<file path="src/rtl/stopwatch_pkg.sv">
// -----------------------------------------------------------------------------
// stopwatch_pkg
// Shared definitions for the stopwatch core:
//   - sw_state_e   : controller state encoding (IDLE/RUN/PAUSE/ADJUST/EXPIRED)
//   - digit_limit  : highest legal BCD value of a digit position
//   - bcd_to_seg   : BCD to active-low 7-segment {g..a} table, 10-15 blank
// No ports (package).
// -----------------------------------------------------------------------------
package stopwatch_pkg;

    typedef enum logic [2:0] {
        ST_IDLE    = 3'd0,
        ST_RUN     = 3'd1,
        ST_PAUSE   = 3'd2,
        ST_ADJUST  = 3'd3,
        ST_EXPIRED = 3'd4
    } sw_state_e;

    localparam logic [6:0] SEG_BLANK = 7'h7F;

    // Odd digits count tens of seconds/minutes in mm:ss mode, so they stop at 5.
    function automatic logic [3:0] digit_limit(input int index, input int mm_ss);
        if ((mm_ss != 0) && ((index % 2) == 1)) begin
            return 4'd5;
        end else begin
            return 4'd9;
        end
    endfunction

    function automatic logic [6:0] bcd_to_seg(input logic [3:0] bcd);
        case (bcd)
            4'd0:    return 7'h40;
            4'd1:    return 7'h79;
            4'd2:    return 7'h24;
            4'd3:    return 7'h30;
            4'd4:    return 7'h19;
            4'd5:    return 7'h12;
            4'd6:    return 7'h02;
            4'd7:    return 7'h78;
            4'd8:    return 7'h00;
            4'd9:    return 7'h10;
            default: return SEG_BLANK;
        endcase
    endfunction

endpackage

</file>
<file path="src/rtl/stopwatch_core_if.sv">
// -----------------------------------------------------------------------------
// stopwatch_core_if
// Button/switch inputs and display/status outputs of the stopwatch core.
//   master : the board/debouncer side (drives buttons, reads status/display)
//   slave  : the stopwatch core
// Signals: btn_start, btn_clear, btn_lap, adj, sel, num, dir (to core);
//          count_q, running, expired, seg, an (from core).
// -----------------------------------------------------------------------------
interface stopwatch_core_if #(
    parameter int NUM_DIGITS = 4
);
    localparam int SEL_W = (NUM_DIGITS > 1) ? $clog2(NUM_DIGITS) : 1;

    logic                    btn_start;
    logic                    btn_clear;
    logic                    btn_lap;
    logic                    adj;
    logic [SEL_W-1:0]        sel;
    logic [3:0]              num;
    logic                    dir;
    logic [4*NUM_DIGITS-1:0] count_q;
    logic                    running;
    logic                    expired;
    logic [6:0]              seg;
    logic [NUM_DIGITS-1:0]   an;

    modport master (
        output btn_start, btn_clear, btn_lap, adj, sel, num, dir,
        input  count_q, running, expired, seg, an
    );

    modport slave (
        input  btn_start, btn_clear, btn_lap, adj, sel, num, dir,
        output count_q, running, expired, seg, an
    );

endinterface

</file>
<file path="src/rtl/stopwatch_core_seg_scan.sv">
// -----------------------------------------------------------------------------
// seg_scan
// Round-robin multiplexed 7-segment driver. Each digit is shown for
// CLK_HZ/SCAN_HZ cycles; seg and an are registered and change together.
// Ports:
//   clk, rst (sync, active-high)
//   digits [4*NUM_DIGITS-1:0] : BCD digits, digit 0 in [3:0]
//   seg    [6:0]              : active-low segments {g..a}
//   an     [NUM_DIGITS-1:0]   : active-low anodes, an[0] rightmost
// -----------------------------------------------------------------------------
module seg_scan
    import stopwatch_pkg::*;
#(
    parameter int NUM_DIGITS = 4,
    parameter int CLK_HZ     = 100000000,
    parameter int SCAN_HZ    = 1000
) (
    input  logic                    clk,
    input  logic                    rst,
    input  logic [4*NUM_DIGITS-1:0] digits,
    output logic [6:0]              seg,
    output logic [NUM_DIGITS-1:0]   an
);
    localparam int SCAN_TERM = CLK_HZ / SCAN_HZ - 1;
    localparam int DIV_W     = (SCAN_TERM > 0) ? $clog2(SCAN_TERM + 1) : 1;
    localparam int IDX_W     = (NUM_DIGITS > 1) ? $clog2(NUM_DIGITS) : 1;

    logic [DIV_W-1:0]      div_q, div_d;
    logic [IDX_W-1:0]      idx_q, idx_d;
    logic [6:0]            seg_q, seg_d;
    logic [NUM_DIGITS-1:0] an_q, an_d;

    // Dwell divider, digit index advance and decode of the digit being shown
    always_comb begin
        div_d = div_q;
        idx_d = idx_q;
        if (div_q == DIV_W'(SCAN_TERM)) begin
            div_d = {DIV_W{1'b0}};
            if (idx_q == IDX_W'(NUM_DIGITS - 1)) begin
                idx_d = {IDX_W{1'b0}};
            end else begin
                idx_d = idx_q + IDX_W'(1);
            end
        end else begin
            div_d = div_q + DIV_W'(1);
        end
        seg_d = bcd_to_seg(digits[int'(idx_q) * 4 +: 4]);
        an_d  = ~({{(NUM_DIGITS - 1){1'b0}}, 1'b1} << idx_q);
    end

    // Scan state and registered display outputs
    always_ff @(posedge clk) begin
        if (rst) begin
            div_q <= {DIV_W{1'b0}};
            idx_q <= {IDX_W{1'b0}};
            seg_q <= SEG_BLANK;
            an_q  <= {NUM_DIGITS{1'b1}};
        end else begin
            div_q <= div_d;
            idx_q <= idx_d;
            seg_q <= seg_d;
            an_q  <= an_d;
        end
    end

    assign seg = seg_q;
    assign an  = an_q;

endmodule

</file>
<file path="src/rtl/stopwatch_core.sv">
// -----------------------------------------------------------------------------
// stopwatch_core
// BCD stopwatch / countdown engine with run/pause, clear, per-digit adjust
// and an integrated multiplexed 7-segment driver.
// Ports:
//   clk, rst (sync, active-high)
//   bus (stopwatch_core_if.slave):
//     btn_start/btn_clear/btn_lap : single-cycle pulses
//     adj, sel, num               : adjust level, digit select, BCD value
//     dir                         : 0 up, 1 down (sampled per tick)
//     count_q, running, expired   : live count and status
//     seg, an                     : active-low display drive
// Optional feature macro: LAP_EN (lap register freezes the display while the
// count continues; without it btn_lap is ignored).
// -----------------------------------------------------------------------------
module stopwatch_core
    import stopwatch_pkg::*;
#(
    parameter int CLK_HZ     = 100000000,
    parameter int TICK_HZ    = 1,
    parameter int NUM_DIGITS = 4,
    parameter int SCAN_HZ    = 1000,
    parameter int MM_SS      = 1
) (
    input logic             clk,
    input logic             rst,
    stopwatch_core_if.slave bus
);
    localparam int CW       = 4 * NUM_DIGITS;
    localparam int PRE_TERM = CLK_HZ / TICK_HZ - 1;
    localparam int PRE_W    = (PRE_TERM > 0) ? $clog2(PRE_TERM + 1) : 1;

    sw_state_e        state_q, state_d;
    logic [CW-1:0]    cnt_q, cnt_d, cnt_inc_s, cnt_dec_s, cnt_adj_s, disp_s;
    logic [PRE_W-1:0] pre_q, pre_d;
    logic             running_q, running_d, expired_q, expired_d;
    logic             tick_s, inc_carry_s, dec_borrow_s;
    logic [3:0]       lim_s;

    // Candidate counts: ripple increment, ripple decrement, clamped adjust write
    always_comb begin
        cnt_inc_s    = cnt_q;
        cnt_dec_s    = cnt_q;
        cnt_adj_s    = cnt_q;
        inc_carry_s  = 1'b1;
        dec_borrow_s = 1'b1;
        lim_s        = 4'd9;
        for (int i = 0; i < NUM_DIGITS; i++) begin
            lim_s = digit_limit(i, MM_SS);
            if (inc_carry_s) begin
                if (cnt_q[4*i +: 4] >= lim_s) begin
                    cnt_inc_s[4*i +: 4] = 4'd0;
                end else begin
                    cnt_inc_s[4*i +: 4] = cnt_q[4*i +: 4] + 4'd1;
                    inc_carry_s         = 1'b0;
                end
            end else begin
                cnt_inc_s[4*i +: 4] = cnt_q[4*i +: 4];
            end
            if (dec_borrow_s) begin
                if (cnt_q[4*i +: 4] == 4'd0) begin
                    cnt_dec_s[4*i +: 4] = lim_s;
                end else begin
                    cnt_dec_s[4*i +: 4] = cnt_q[4*i +: 4] - 4'd1;
                    dec_borrow_s        = 1'b0;
                end
            end else begin
                cnt_dec_s[4*i +: 4] = cnt_q[4*i +: 4];
            end
            // Out-of-range sel matches no digit, so nothing is written.
            if (int'(bus.sel) == i) begin
                cnt_adj_s[4*i +: 4] = (bus.num > lim_s) ? lim_s : bus.num;
            end else begin
                cnt_adj_s[4*i +: 4] = cnt_q[4*i +: 4];
            end
        end
    end

    // Controller next state: clear > adjust > start; ticks only while running
    always_comb begin
        state_d = state_q;
        cnt_d   = cnt_q;
        pre_d   = pre_q;
        tick_s  = (state_q == ST_RUN) && (pre_q == PRE_W'(PRE_TERM));
        if (bus.btn_clear) begin
            cnt_d   = {CW{1'b0}};
            pre_d   = {PRE_W{1'b0}};
            state_d = ST_IDLE;
        end else begin
            case (state_q)
                ST_IDLE: begin
                    if (bus.btn_start) begin
                        // Counting down from zero has nothing left to count.
                        state_d = (bus.dir && (cnt_q == {CW{1'b0}})) ? ST_EXPIRED : ST_RUN;
                    end else begin
                        state_d = ST_IDLE;
                    end
                end
                ST_RUN: begin
                    pre_d = tick_s ? {PRE_W{1'b0}} : (pre_q + PRE_W'(1));
                    if (tick_s) begin
                        cnt_d = bus.dir ? cnt_dec_s : cnt_inc_s;
                    end else begin
                        cnt_d = cnt_q;
                    end
                    if (bus.adj) begin
                        state_d = ST_ADJUST;
                    end else if (bus.btn_start) begin
                        state_d = ST_PAUSE;
                    end else if (tick_s && bus.dir && (cnt_dec_s == {CW{1'b0}})) begin
                        state_d = ST_EXPIRED;
                    end else begin
                        state_d = ST_RUN;
                    end
                end
                ST_PAUSE: begin
                    if (bus.adj) begin
                        state_d = ST_ADJUST;
                    end else if (bus.btn_start) begin
                        state_d = ST_RUN;
                    end else begin
                        state_d = ST_PAUSE;
                    end
                end
                ST_ADJUST: begin
                    if (bus.adj) begin
                        cnt_d = cnt_adj_s;
                    end else begin
                        state_d = ST_PAUSE;
                    end
                end
                ST_EXPIRED: begin
                    if (bus.btn_start) begin
                        state_d = ST_IDLE;
                    end else begin
                        state_d = ST_EXPIRED;
                    end
                end
                default: begin
                    state_d = ST_IDLE;
                end
            endcase
        end
        running_d = (state_d == ST_RUN);
        expired_d = (state_d == ST_EXPIRED);
    end

    // Controller state, count, prescaler and registered status outputs
    always_ff @(posedge clk) begin
        if (rst) begin
            state_q   <= ST_IDLE;
            cnt_q     <= {CW{1'b0}};
            pre_q     <= {PRE_W{1'b0}};
            running_q <= 1'b0;
            expired_q <= 1'b0;
        end else begin
            state_q   <= state_d;
            cnt_q     <= cnt_d;
            pre_q     <= pre_d;
            running_q <= running_d;
            expired_q <= expired_d;
        end
    end

`ifdef LAP_EN
    logic [CW-1:0] lap_q, lap_d;
    logic          lap_hold_q, lap_hold_d;

    // Lap capture in RUN, release on a second press, dropped by clear
    always_comb begin
        lap_d      = lap_q;
        lap_hold_d = lap_hold_q;
        if (bus.btn_clear) begin
            lap_hold_d = 1'b0;
        end else if (bus.btn_lap && lap_hold_q) begin
            lap_hold_d = 1'b0;
        end else if (bus.btn_lap && (state_q == ST_RUN)) begin
            lap_d      = cnt_q;
            lap_hold_d = 1'b1;
        end else begin
            lap_hold_d = lap_hold_q;
        end
    end

    // Lap register and hold flag
    always_ff @(posedge clk) begin
        if (rst) begin
            lap_q      <= {CW{1'b0}};
            lap_hold_q <= 1'b0;
        end else begin
            lap_q      <= lap_d;
            lap_hold_q <= lap_hold_d;
        end
    end

    assign disp_s = lap_hold_q ? lap_q : cnt_q;
`else
    logic unused_lap_s;
    assign unused_lap_s = bus.btn_lap;
    assign disp_s       = cnt_q;
`endif

    assign bus.count_q = cnt_q;
    assign bus.running = running_q;
    assign bus.expired = expired_q;

    seg_scan #(
        .NUM_DIGITS (NUM_DIGITS),
        .CLK_HZ     (CLK_HZ),
        .SCAN_HZ    (SCAN_HZ)
    ) u_seg_scan (
        .clk    (clk),
        .rst    (rst),
        .digits (disp_s),
        .seg    (bus.seg),
        .an     (bus.an)
    );

endmodule

</file>
<file path="src/flat_wrapper.sv">
// flat-port wrapper written by rule: the top's interface ports become plain ports
module stopwatch_core_flat import stopwatch_pkg::*;
#(
    parameter int CLK_HZ     = 100000000,
    parameter int TICK_HZ    = 1,
    parameter int NUM_DIGITS = 4,
    parameter int SCAN_HZ    = 1000,
    parameter int MM_SS      = 1
)
  (clk, rst, bus_btn_start, bus_btn_clear, bus_btn_lap, bus_adj, bus_sel, bus_num, bus_dir, bus_count_q, bus_running, bus_expired, bus_seg, bus_an);
  stopwatch_core_if #(.NUM_DIGITS(NUM_DIGITS)) bus_i ();
  input logic clk;
  input logic rst;
  input wire logic [$bits(bus_i.btn_start)-1:0] bus_btn_start;
  input wire logic [$bits(bus_i.btn_clear)-1:0] bus_btn_clear;
  input wire logic [$bits(bus_i.btn_lap)-1:0] bus_btn_lap;
  input wire logic [$bits(bus_i.adj)-1:0] bus_adj;
  input wire logic [$bits(bus_i.sel)-1:0] bus_sel;
  input wire logic [$bits(bus_i.num)-1:0] bus_num;
  input wire logic [$bits(bus_i.dir)-1:0] bus_dir;
  output wire logic [$bits(bus_i.count_q)-1:0] bus_count_q;
  output wire logic [$bits(bus_i.running)-1:0] bus_running;
  output wire logic [$bits(bus_i.expired)-1:0] bus_expired;
  output wire logic [$bits(bus_i.seg)-1:0] bus_seg;
  output wire logic [$bits(bus_i.an)-1:0] bus_an;
  assign bus_i.btn_start = bus_btn_start;
  assign bus_i.btn_clear = bus_btn_clear;
  assign bus_i.btn_lap = bus_btn_lap;
  assign bus_i.adj = bus_adj;
  assign bus_i.sel = bus_sel;
  assign bus_i.num = bus_num;
  assign bus_i.dir = bus_dir;
  assign bus_count_q = bus_i.count_q;
  assign bus_running = bus_i.running;
  assign bus_expired = bus_i.expired;
  assign bus_seg = bus_i.seg;
  assign bus_an = bus_i.an;
  stopwatch_core #(.CLK_HZ(CLK_HZ), .TICK_HZ(TICK_HZ), .NUM_DIGITS(NUM_DIGITS), .SCAN_HZ(SCAN_HZ), .MM_SS(MM_SS)) u_core (.clk(clk), .rst(rst), .bus(bus_i));
endmodule
</file>
<file path="config.mk">
export PLATFORM = sky130hd
export DESIGN_NAME = stopwatch_core_flat
export DESIGN_NICKNAME = d
export VERILOG_FILES = /design/src/rtl/stopwatch_pkg.sv /design/src/rtl/stopwatch_core_if.sv /design/src/rtl/stopwatch_core_seg_scan.sv /design/src/rtl/stopwatch_core.sv /design/src/flat_wrapper.sv
export SDC_FILE = /design/constraint.sdc
export NUM_CORES = 1
export LEC_CHECK = 0
export CAP_MARGIN = 20
export CORE_UTILIZATION = 25
export CTS_BUF_LIST = sky130_fd_sc_hd__clkbuf_8
export DETAILED_ROUTE_END_ITERATION = 12
export GPL_ROUTABILITY_DRIVEN = 0
export PLACE_DENSITY = 0.51
export SYNTH_ARGS = -nofsm -noshare
export SYNTH_HDL_FRONTEND = slang
export SYNTH_SLANG_ARGS = --single-unit
</file>
<file path="constraint.sdc">
create_clock -name clk -period 3.57 [get_ports clk]
set_clock_uncertainty 0.1 [all_clocks]
set_input_delay 0.714 -clock clk [delete_from_list [all_inputs] [get_ports clk]]
set_output_delay 0.714 -clock clk [all_outputs]
set_load 0.01 [all_outputs]
</file>
==> impl_metrics.csv <==
group,metric,value,unit
routing,drc,8,
timing,setup_viol,0,
hold_path,hold_start,"u_core.u_seg_scan.div_q[0]$_SDFF_PP0_",
cts,ctsResizeCount,0,
power_and_ir_drop,max-vdd-ir-drop,171,µV
critical_path,crit_fanout,9,
critical_path,r2r-start,"u_core.bus.count_q[1]$_SDFFE_PP0P_",
synth,synth_area_leader_cell,"dfxtp_1",
synth,syn-num-nets,613,
synth,syn_area_per_cell,8.05,µm²
global_routing,groute.usage.overall,12.7,%
critical_path,r2r_end,"u_core.state_q[0]$_SDFF_PP0_",
timing,worstMarginPinSlew,857,ps
timing,max_freq,0.326,GHz
timing,hold_viol_final,0,
synth,ys_warn_count,0,
synth,synth_top_area_share,33.6,%
floorplanning,start_util,25.7,%
timing,setup_tns,0,ps
timing,finalMaxSlewViolations,0,
hold_path,min_path_cells,1,
critical_path,critPathRequiredTime,3730,ps
cts,cts_tree,"built",
placement,port_buffers,40,
critical_path,cp.arrival,3220,ps
floorplanning,die_w,138,µm
cts,htreeDepth,3,
critical_path,worstSetupPathType,"flop to flop",
global_routing,grt_max_degree,25,
cts,post_cts_buffers,0,
cells_and_area,regArea,1560,µm²
critical_path,endpoint_kind,"flop",
cts,hold_buffers,0,
cts,numCtsBuffers,9,
routing,detail_route.iter0.violations,284,
routing,ant_nets,0,
cells_and_area,area_growth_syn_to_layout,17.9,%
timing,rsz0062_at_grt,"false",
synth,synthArstFlopShare,0,%
run,drv_cap,0,
hold_path,min_to,"u_core.u_seg_scan.div_q[0]$_SDFF_PP0_",
cts,cts.sinks,78,
global_routing,grt_pass1_vias,3945,
critical_path,worstSetupStartpointType,"flop",
timing,period_minus_slack,3060,ps
cts,clkTransAtPathRegs,90,ps
floorplanning,io-pin-count,42,
floorplanning,die_area,19100,µm²
placement,place_hpwl,8950,µm
synth,synth_cell_types,59,
synth,synth_area_leaders,"dfxtp_1 34%, nor2_1 7.0%, ha_1 6.2%, xor2_1 4.9%, nand2_1 4.0%",
routing,wirelength,12000,µm
routing,vias,4204,
synth,syn_area,4640,µm²
cts,cts.root.buffer_cell,"clkbuf_8",
cells_and_area,fin_nets,645,
global_routing,grt_overflow,0,
floorplanning,fp.dieH,138,µm
synth,ys_ff_latch,78,
power_and_ir_drop,p_leak,1.92,nW
hold_path,holdCritPathClass,"flop to flop",
critical_path,rrSetupSlack,510,ps
synth,synthTopCellsByCount,"87 x nor2_1, 78 x dfxtp_1, 50 x nand2_1, 29 x nand3_1, 28 x clkbuf_1",
cells_and_area,multi_input_area,2890,µm²
cells_and_area,fin_util,30.3,%
routing,post_drt_wl_per_cell,14.2,µm
synth,syn-instance-count,577,
routing,drt-pass1-iter-count,9,
floorplanning,rows,49,
cells_and_area,final_layout_size_suffix_gt1_share,8.47,%
critical_path,reg2regPathDepth,8,
outcome,violations,"design-rule violations",
synth,yosysMostFrequentCell,"nor2_1",
floorplanning,placeableCoreArea,18100,µm²
cts,clk_latency,370,ps
synth,seq_area_frac_synth,33.6,%
global_routing,grt_pass1_wl,19800,µm
timing,finalCritPeriodShare,85.8,%
outcome,status,"finished with violations",
cells_and_area,n_fill_cell,1919,
synth,synth_edf_count,0,
power_and_ir_drop,p_per_area,298,nW/µm²
cts,cts_max_path_buffers,2,
routing,vias_per_cell,4.99,
timing,slew_headroom,42.4,%
synth,synth-main-ff-cell,"dfxtp_1",
global_routing,antenna_found_initial,0,
cells_and_area,antennaDiodeCount,0,
-- stage by stage --
| stage | cell area (µm²) | power [mW] | cells | hold slack, ps | setup slack (ps) |
|---|---|---|---|---|---|
| 6_report | 5480 | 1.63 | 843 | 372 | 507 |
| 4_1_cts | 5480 | 1.65 | 843 | 377 | 539 |
| 3_5_place_dp | 5290 | 1.03 | 827 | 357 | 561 |
| 3_3_place_gp | 5290 | 1.02 | 827 | 348 | 567 |
| 5_1_grt | 5480 | 1.71 | 843 | 420 | 435 |
| 2_1_floorplan | 4640 | 0.978 | 577 | 330 | 841 |
-- routing by layer --
layer / vias up / GRT usage (%) / share of wire [%]
met5: - / 0 / 0
met1: 2001 / 15.5 / 46
li1: 2093 / - / -
met2: 93 / 21.4 / 48
met3: 17 / 3.43 / 4.5
met4: 0 / 4.32 / 1.7
-- final cells by class --
type	instances	area share, %
inverter	24	1.65
sequential	78	28.5
clock inverter	7	1.05
timing repair buffer	49	8.55
multi-input combinational	447	52.7
tap	229	5.23
clock buffer	9	2.26
-- worst max path at each step --
stage                                                   from                                  to  slack (ps)  depth (start not counted)
final                     u_core.bus.count_q[1]$_SDFFE_PP0P_        u_core.state_q[0]$_SDFF_PP0_         510                          8
after detailed placement                             bus_dir  u_core.bus.count_q[4]$_SDFFE_PP0P_         560                          6
after CTS                 u_core.bus.count_q[1]$_SDFFE_PP0P_        u_core.state_q[0]$_SDFF_PP0_         540                          8
after global routing      u_core.bus.count_q[1]$_SDFFE_PP0P_        u_core.state_q[0]$_SDFF_PP0_         440                          8
after floorplan           u_core.bus.count_q[0]$_SDFFE_PP0P_        u_core.state_q[0]$_SDFF_PP0_         840                          9
after global placement                               bus_dir  u_core.bus.count_q[8]$_SDFFE_PP0P_         570                          5
-- critical path, cell delays in order, from the launching register on --
cell and delay, ps:
dfxtp_1 400, inv_1 120, ha_1 300, or3b_2 580, nor4_1 270, mux2_2 390
nor4_1 340, a2bb2oi_1 150, or2_2 290
-- cells by family (layout without fill, tap and decap cells) --
kind of cell             Yosys count  after routing  synth area share (%)
adder cells (fa/ha/maj)           23             23                  6.20
flip-flops                        78             78                  33.6
XOR/XNOR                          43             43                  8.11
AND/OR/NAND/NOR                  268            268                  29.1
AO/OA/AOI/OAI                     98             98                  14.5
multiplexers                      15             15                  4.34
buffers and inverters             52             89                  4.20
-- report_power, final --
part	internal, mW	switching (mW)	total, mW
sequential	0.881	0.00959	0.891
combinational	0.0504	0.0658	0.116
clock	0.262	0.363	0.625
total	1.19	0.439	1.63
-- state kept, by name, indices dropped and copies added (netlist names) --
register and flops:
u_core.bus.count_q 16, u_core.bus.expired 1, u_core.bus.running 1, u_core.pre_q 27, u_core.state_q 3, u_core.u_seg_scan.an 4, u_core.u_seg_scan.div_q 17, u_core.u_seg_scan.idx_q 2
u_core.u_seg_scan.seg 7
-- cell usage in the layout (no fill, tap or decap), types with 7 or more instances in the layout --
cell             instances
clkbuf_8                 9
o21ai_0                 25
xnor2_1                 17
buf_4                    9
ha_1                    23
nor2_1                  87
or3_1                    7
a21oi_1                 25
inv_1                   24
nor4_1                  10
nand4_1                 20
nor3_1                  17
mux2i_1                 10
nand3_1                 29
nand2_1                 50
clkdlybuf4s50_1         40
dfxtp_1                 78
nand2b_1                 9
xor2_1                  26
Power figures use the tool's default switching activity.
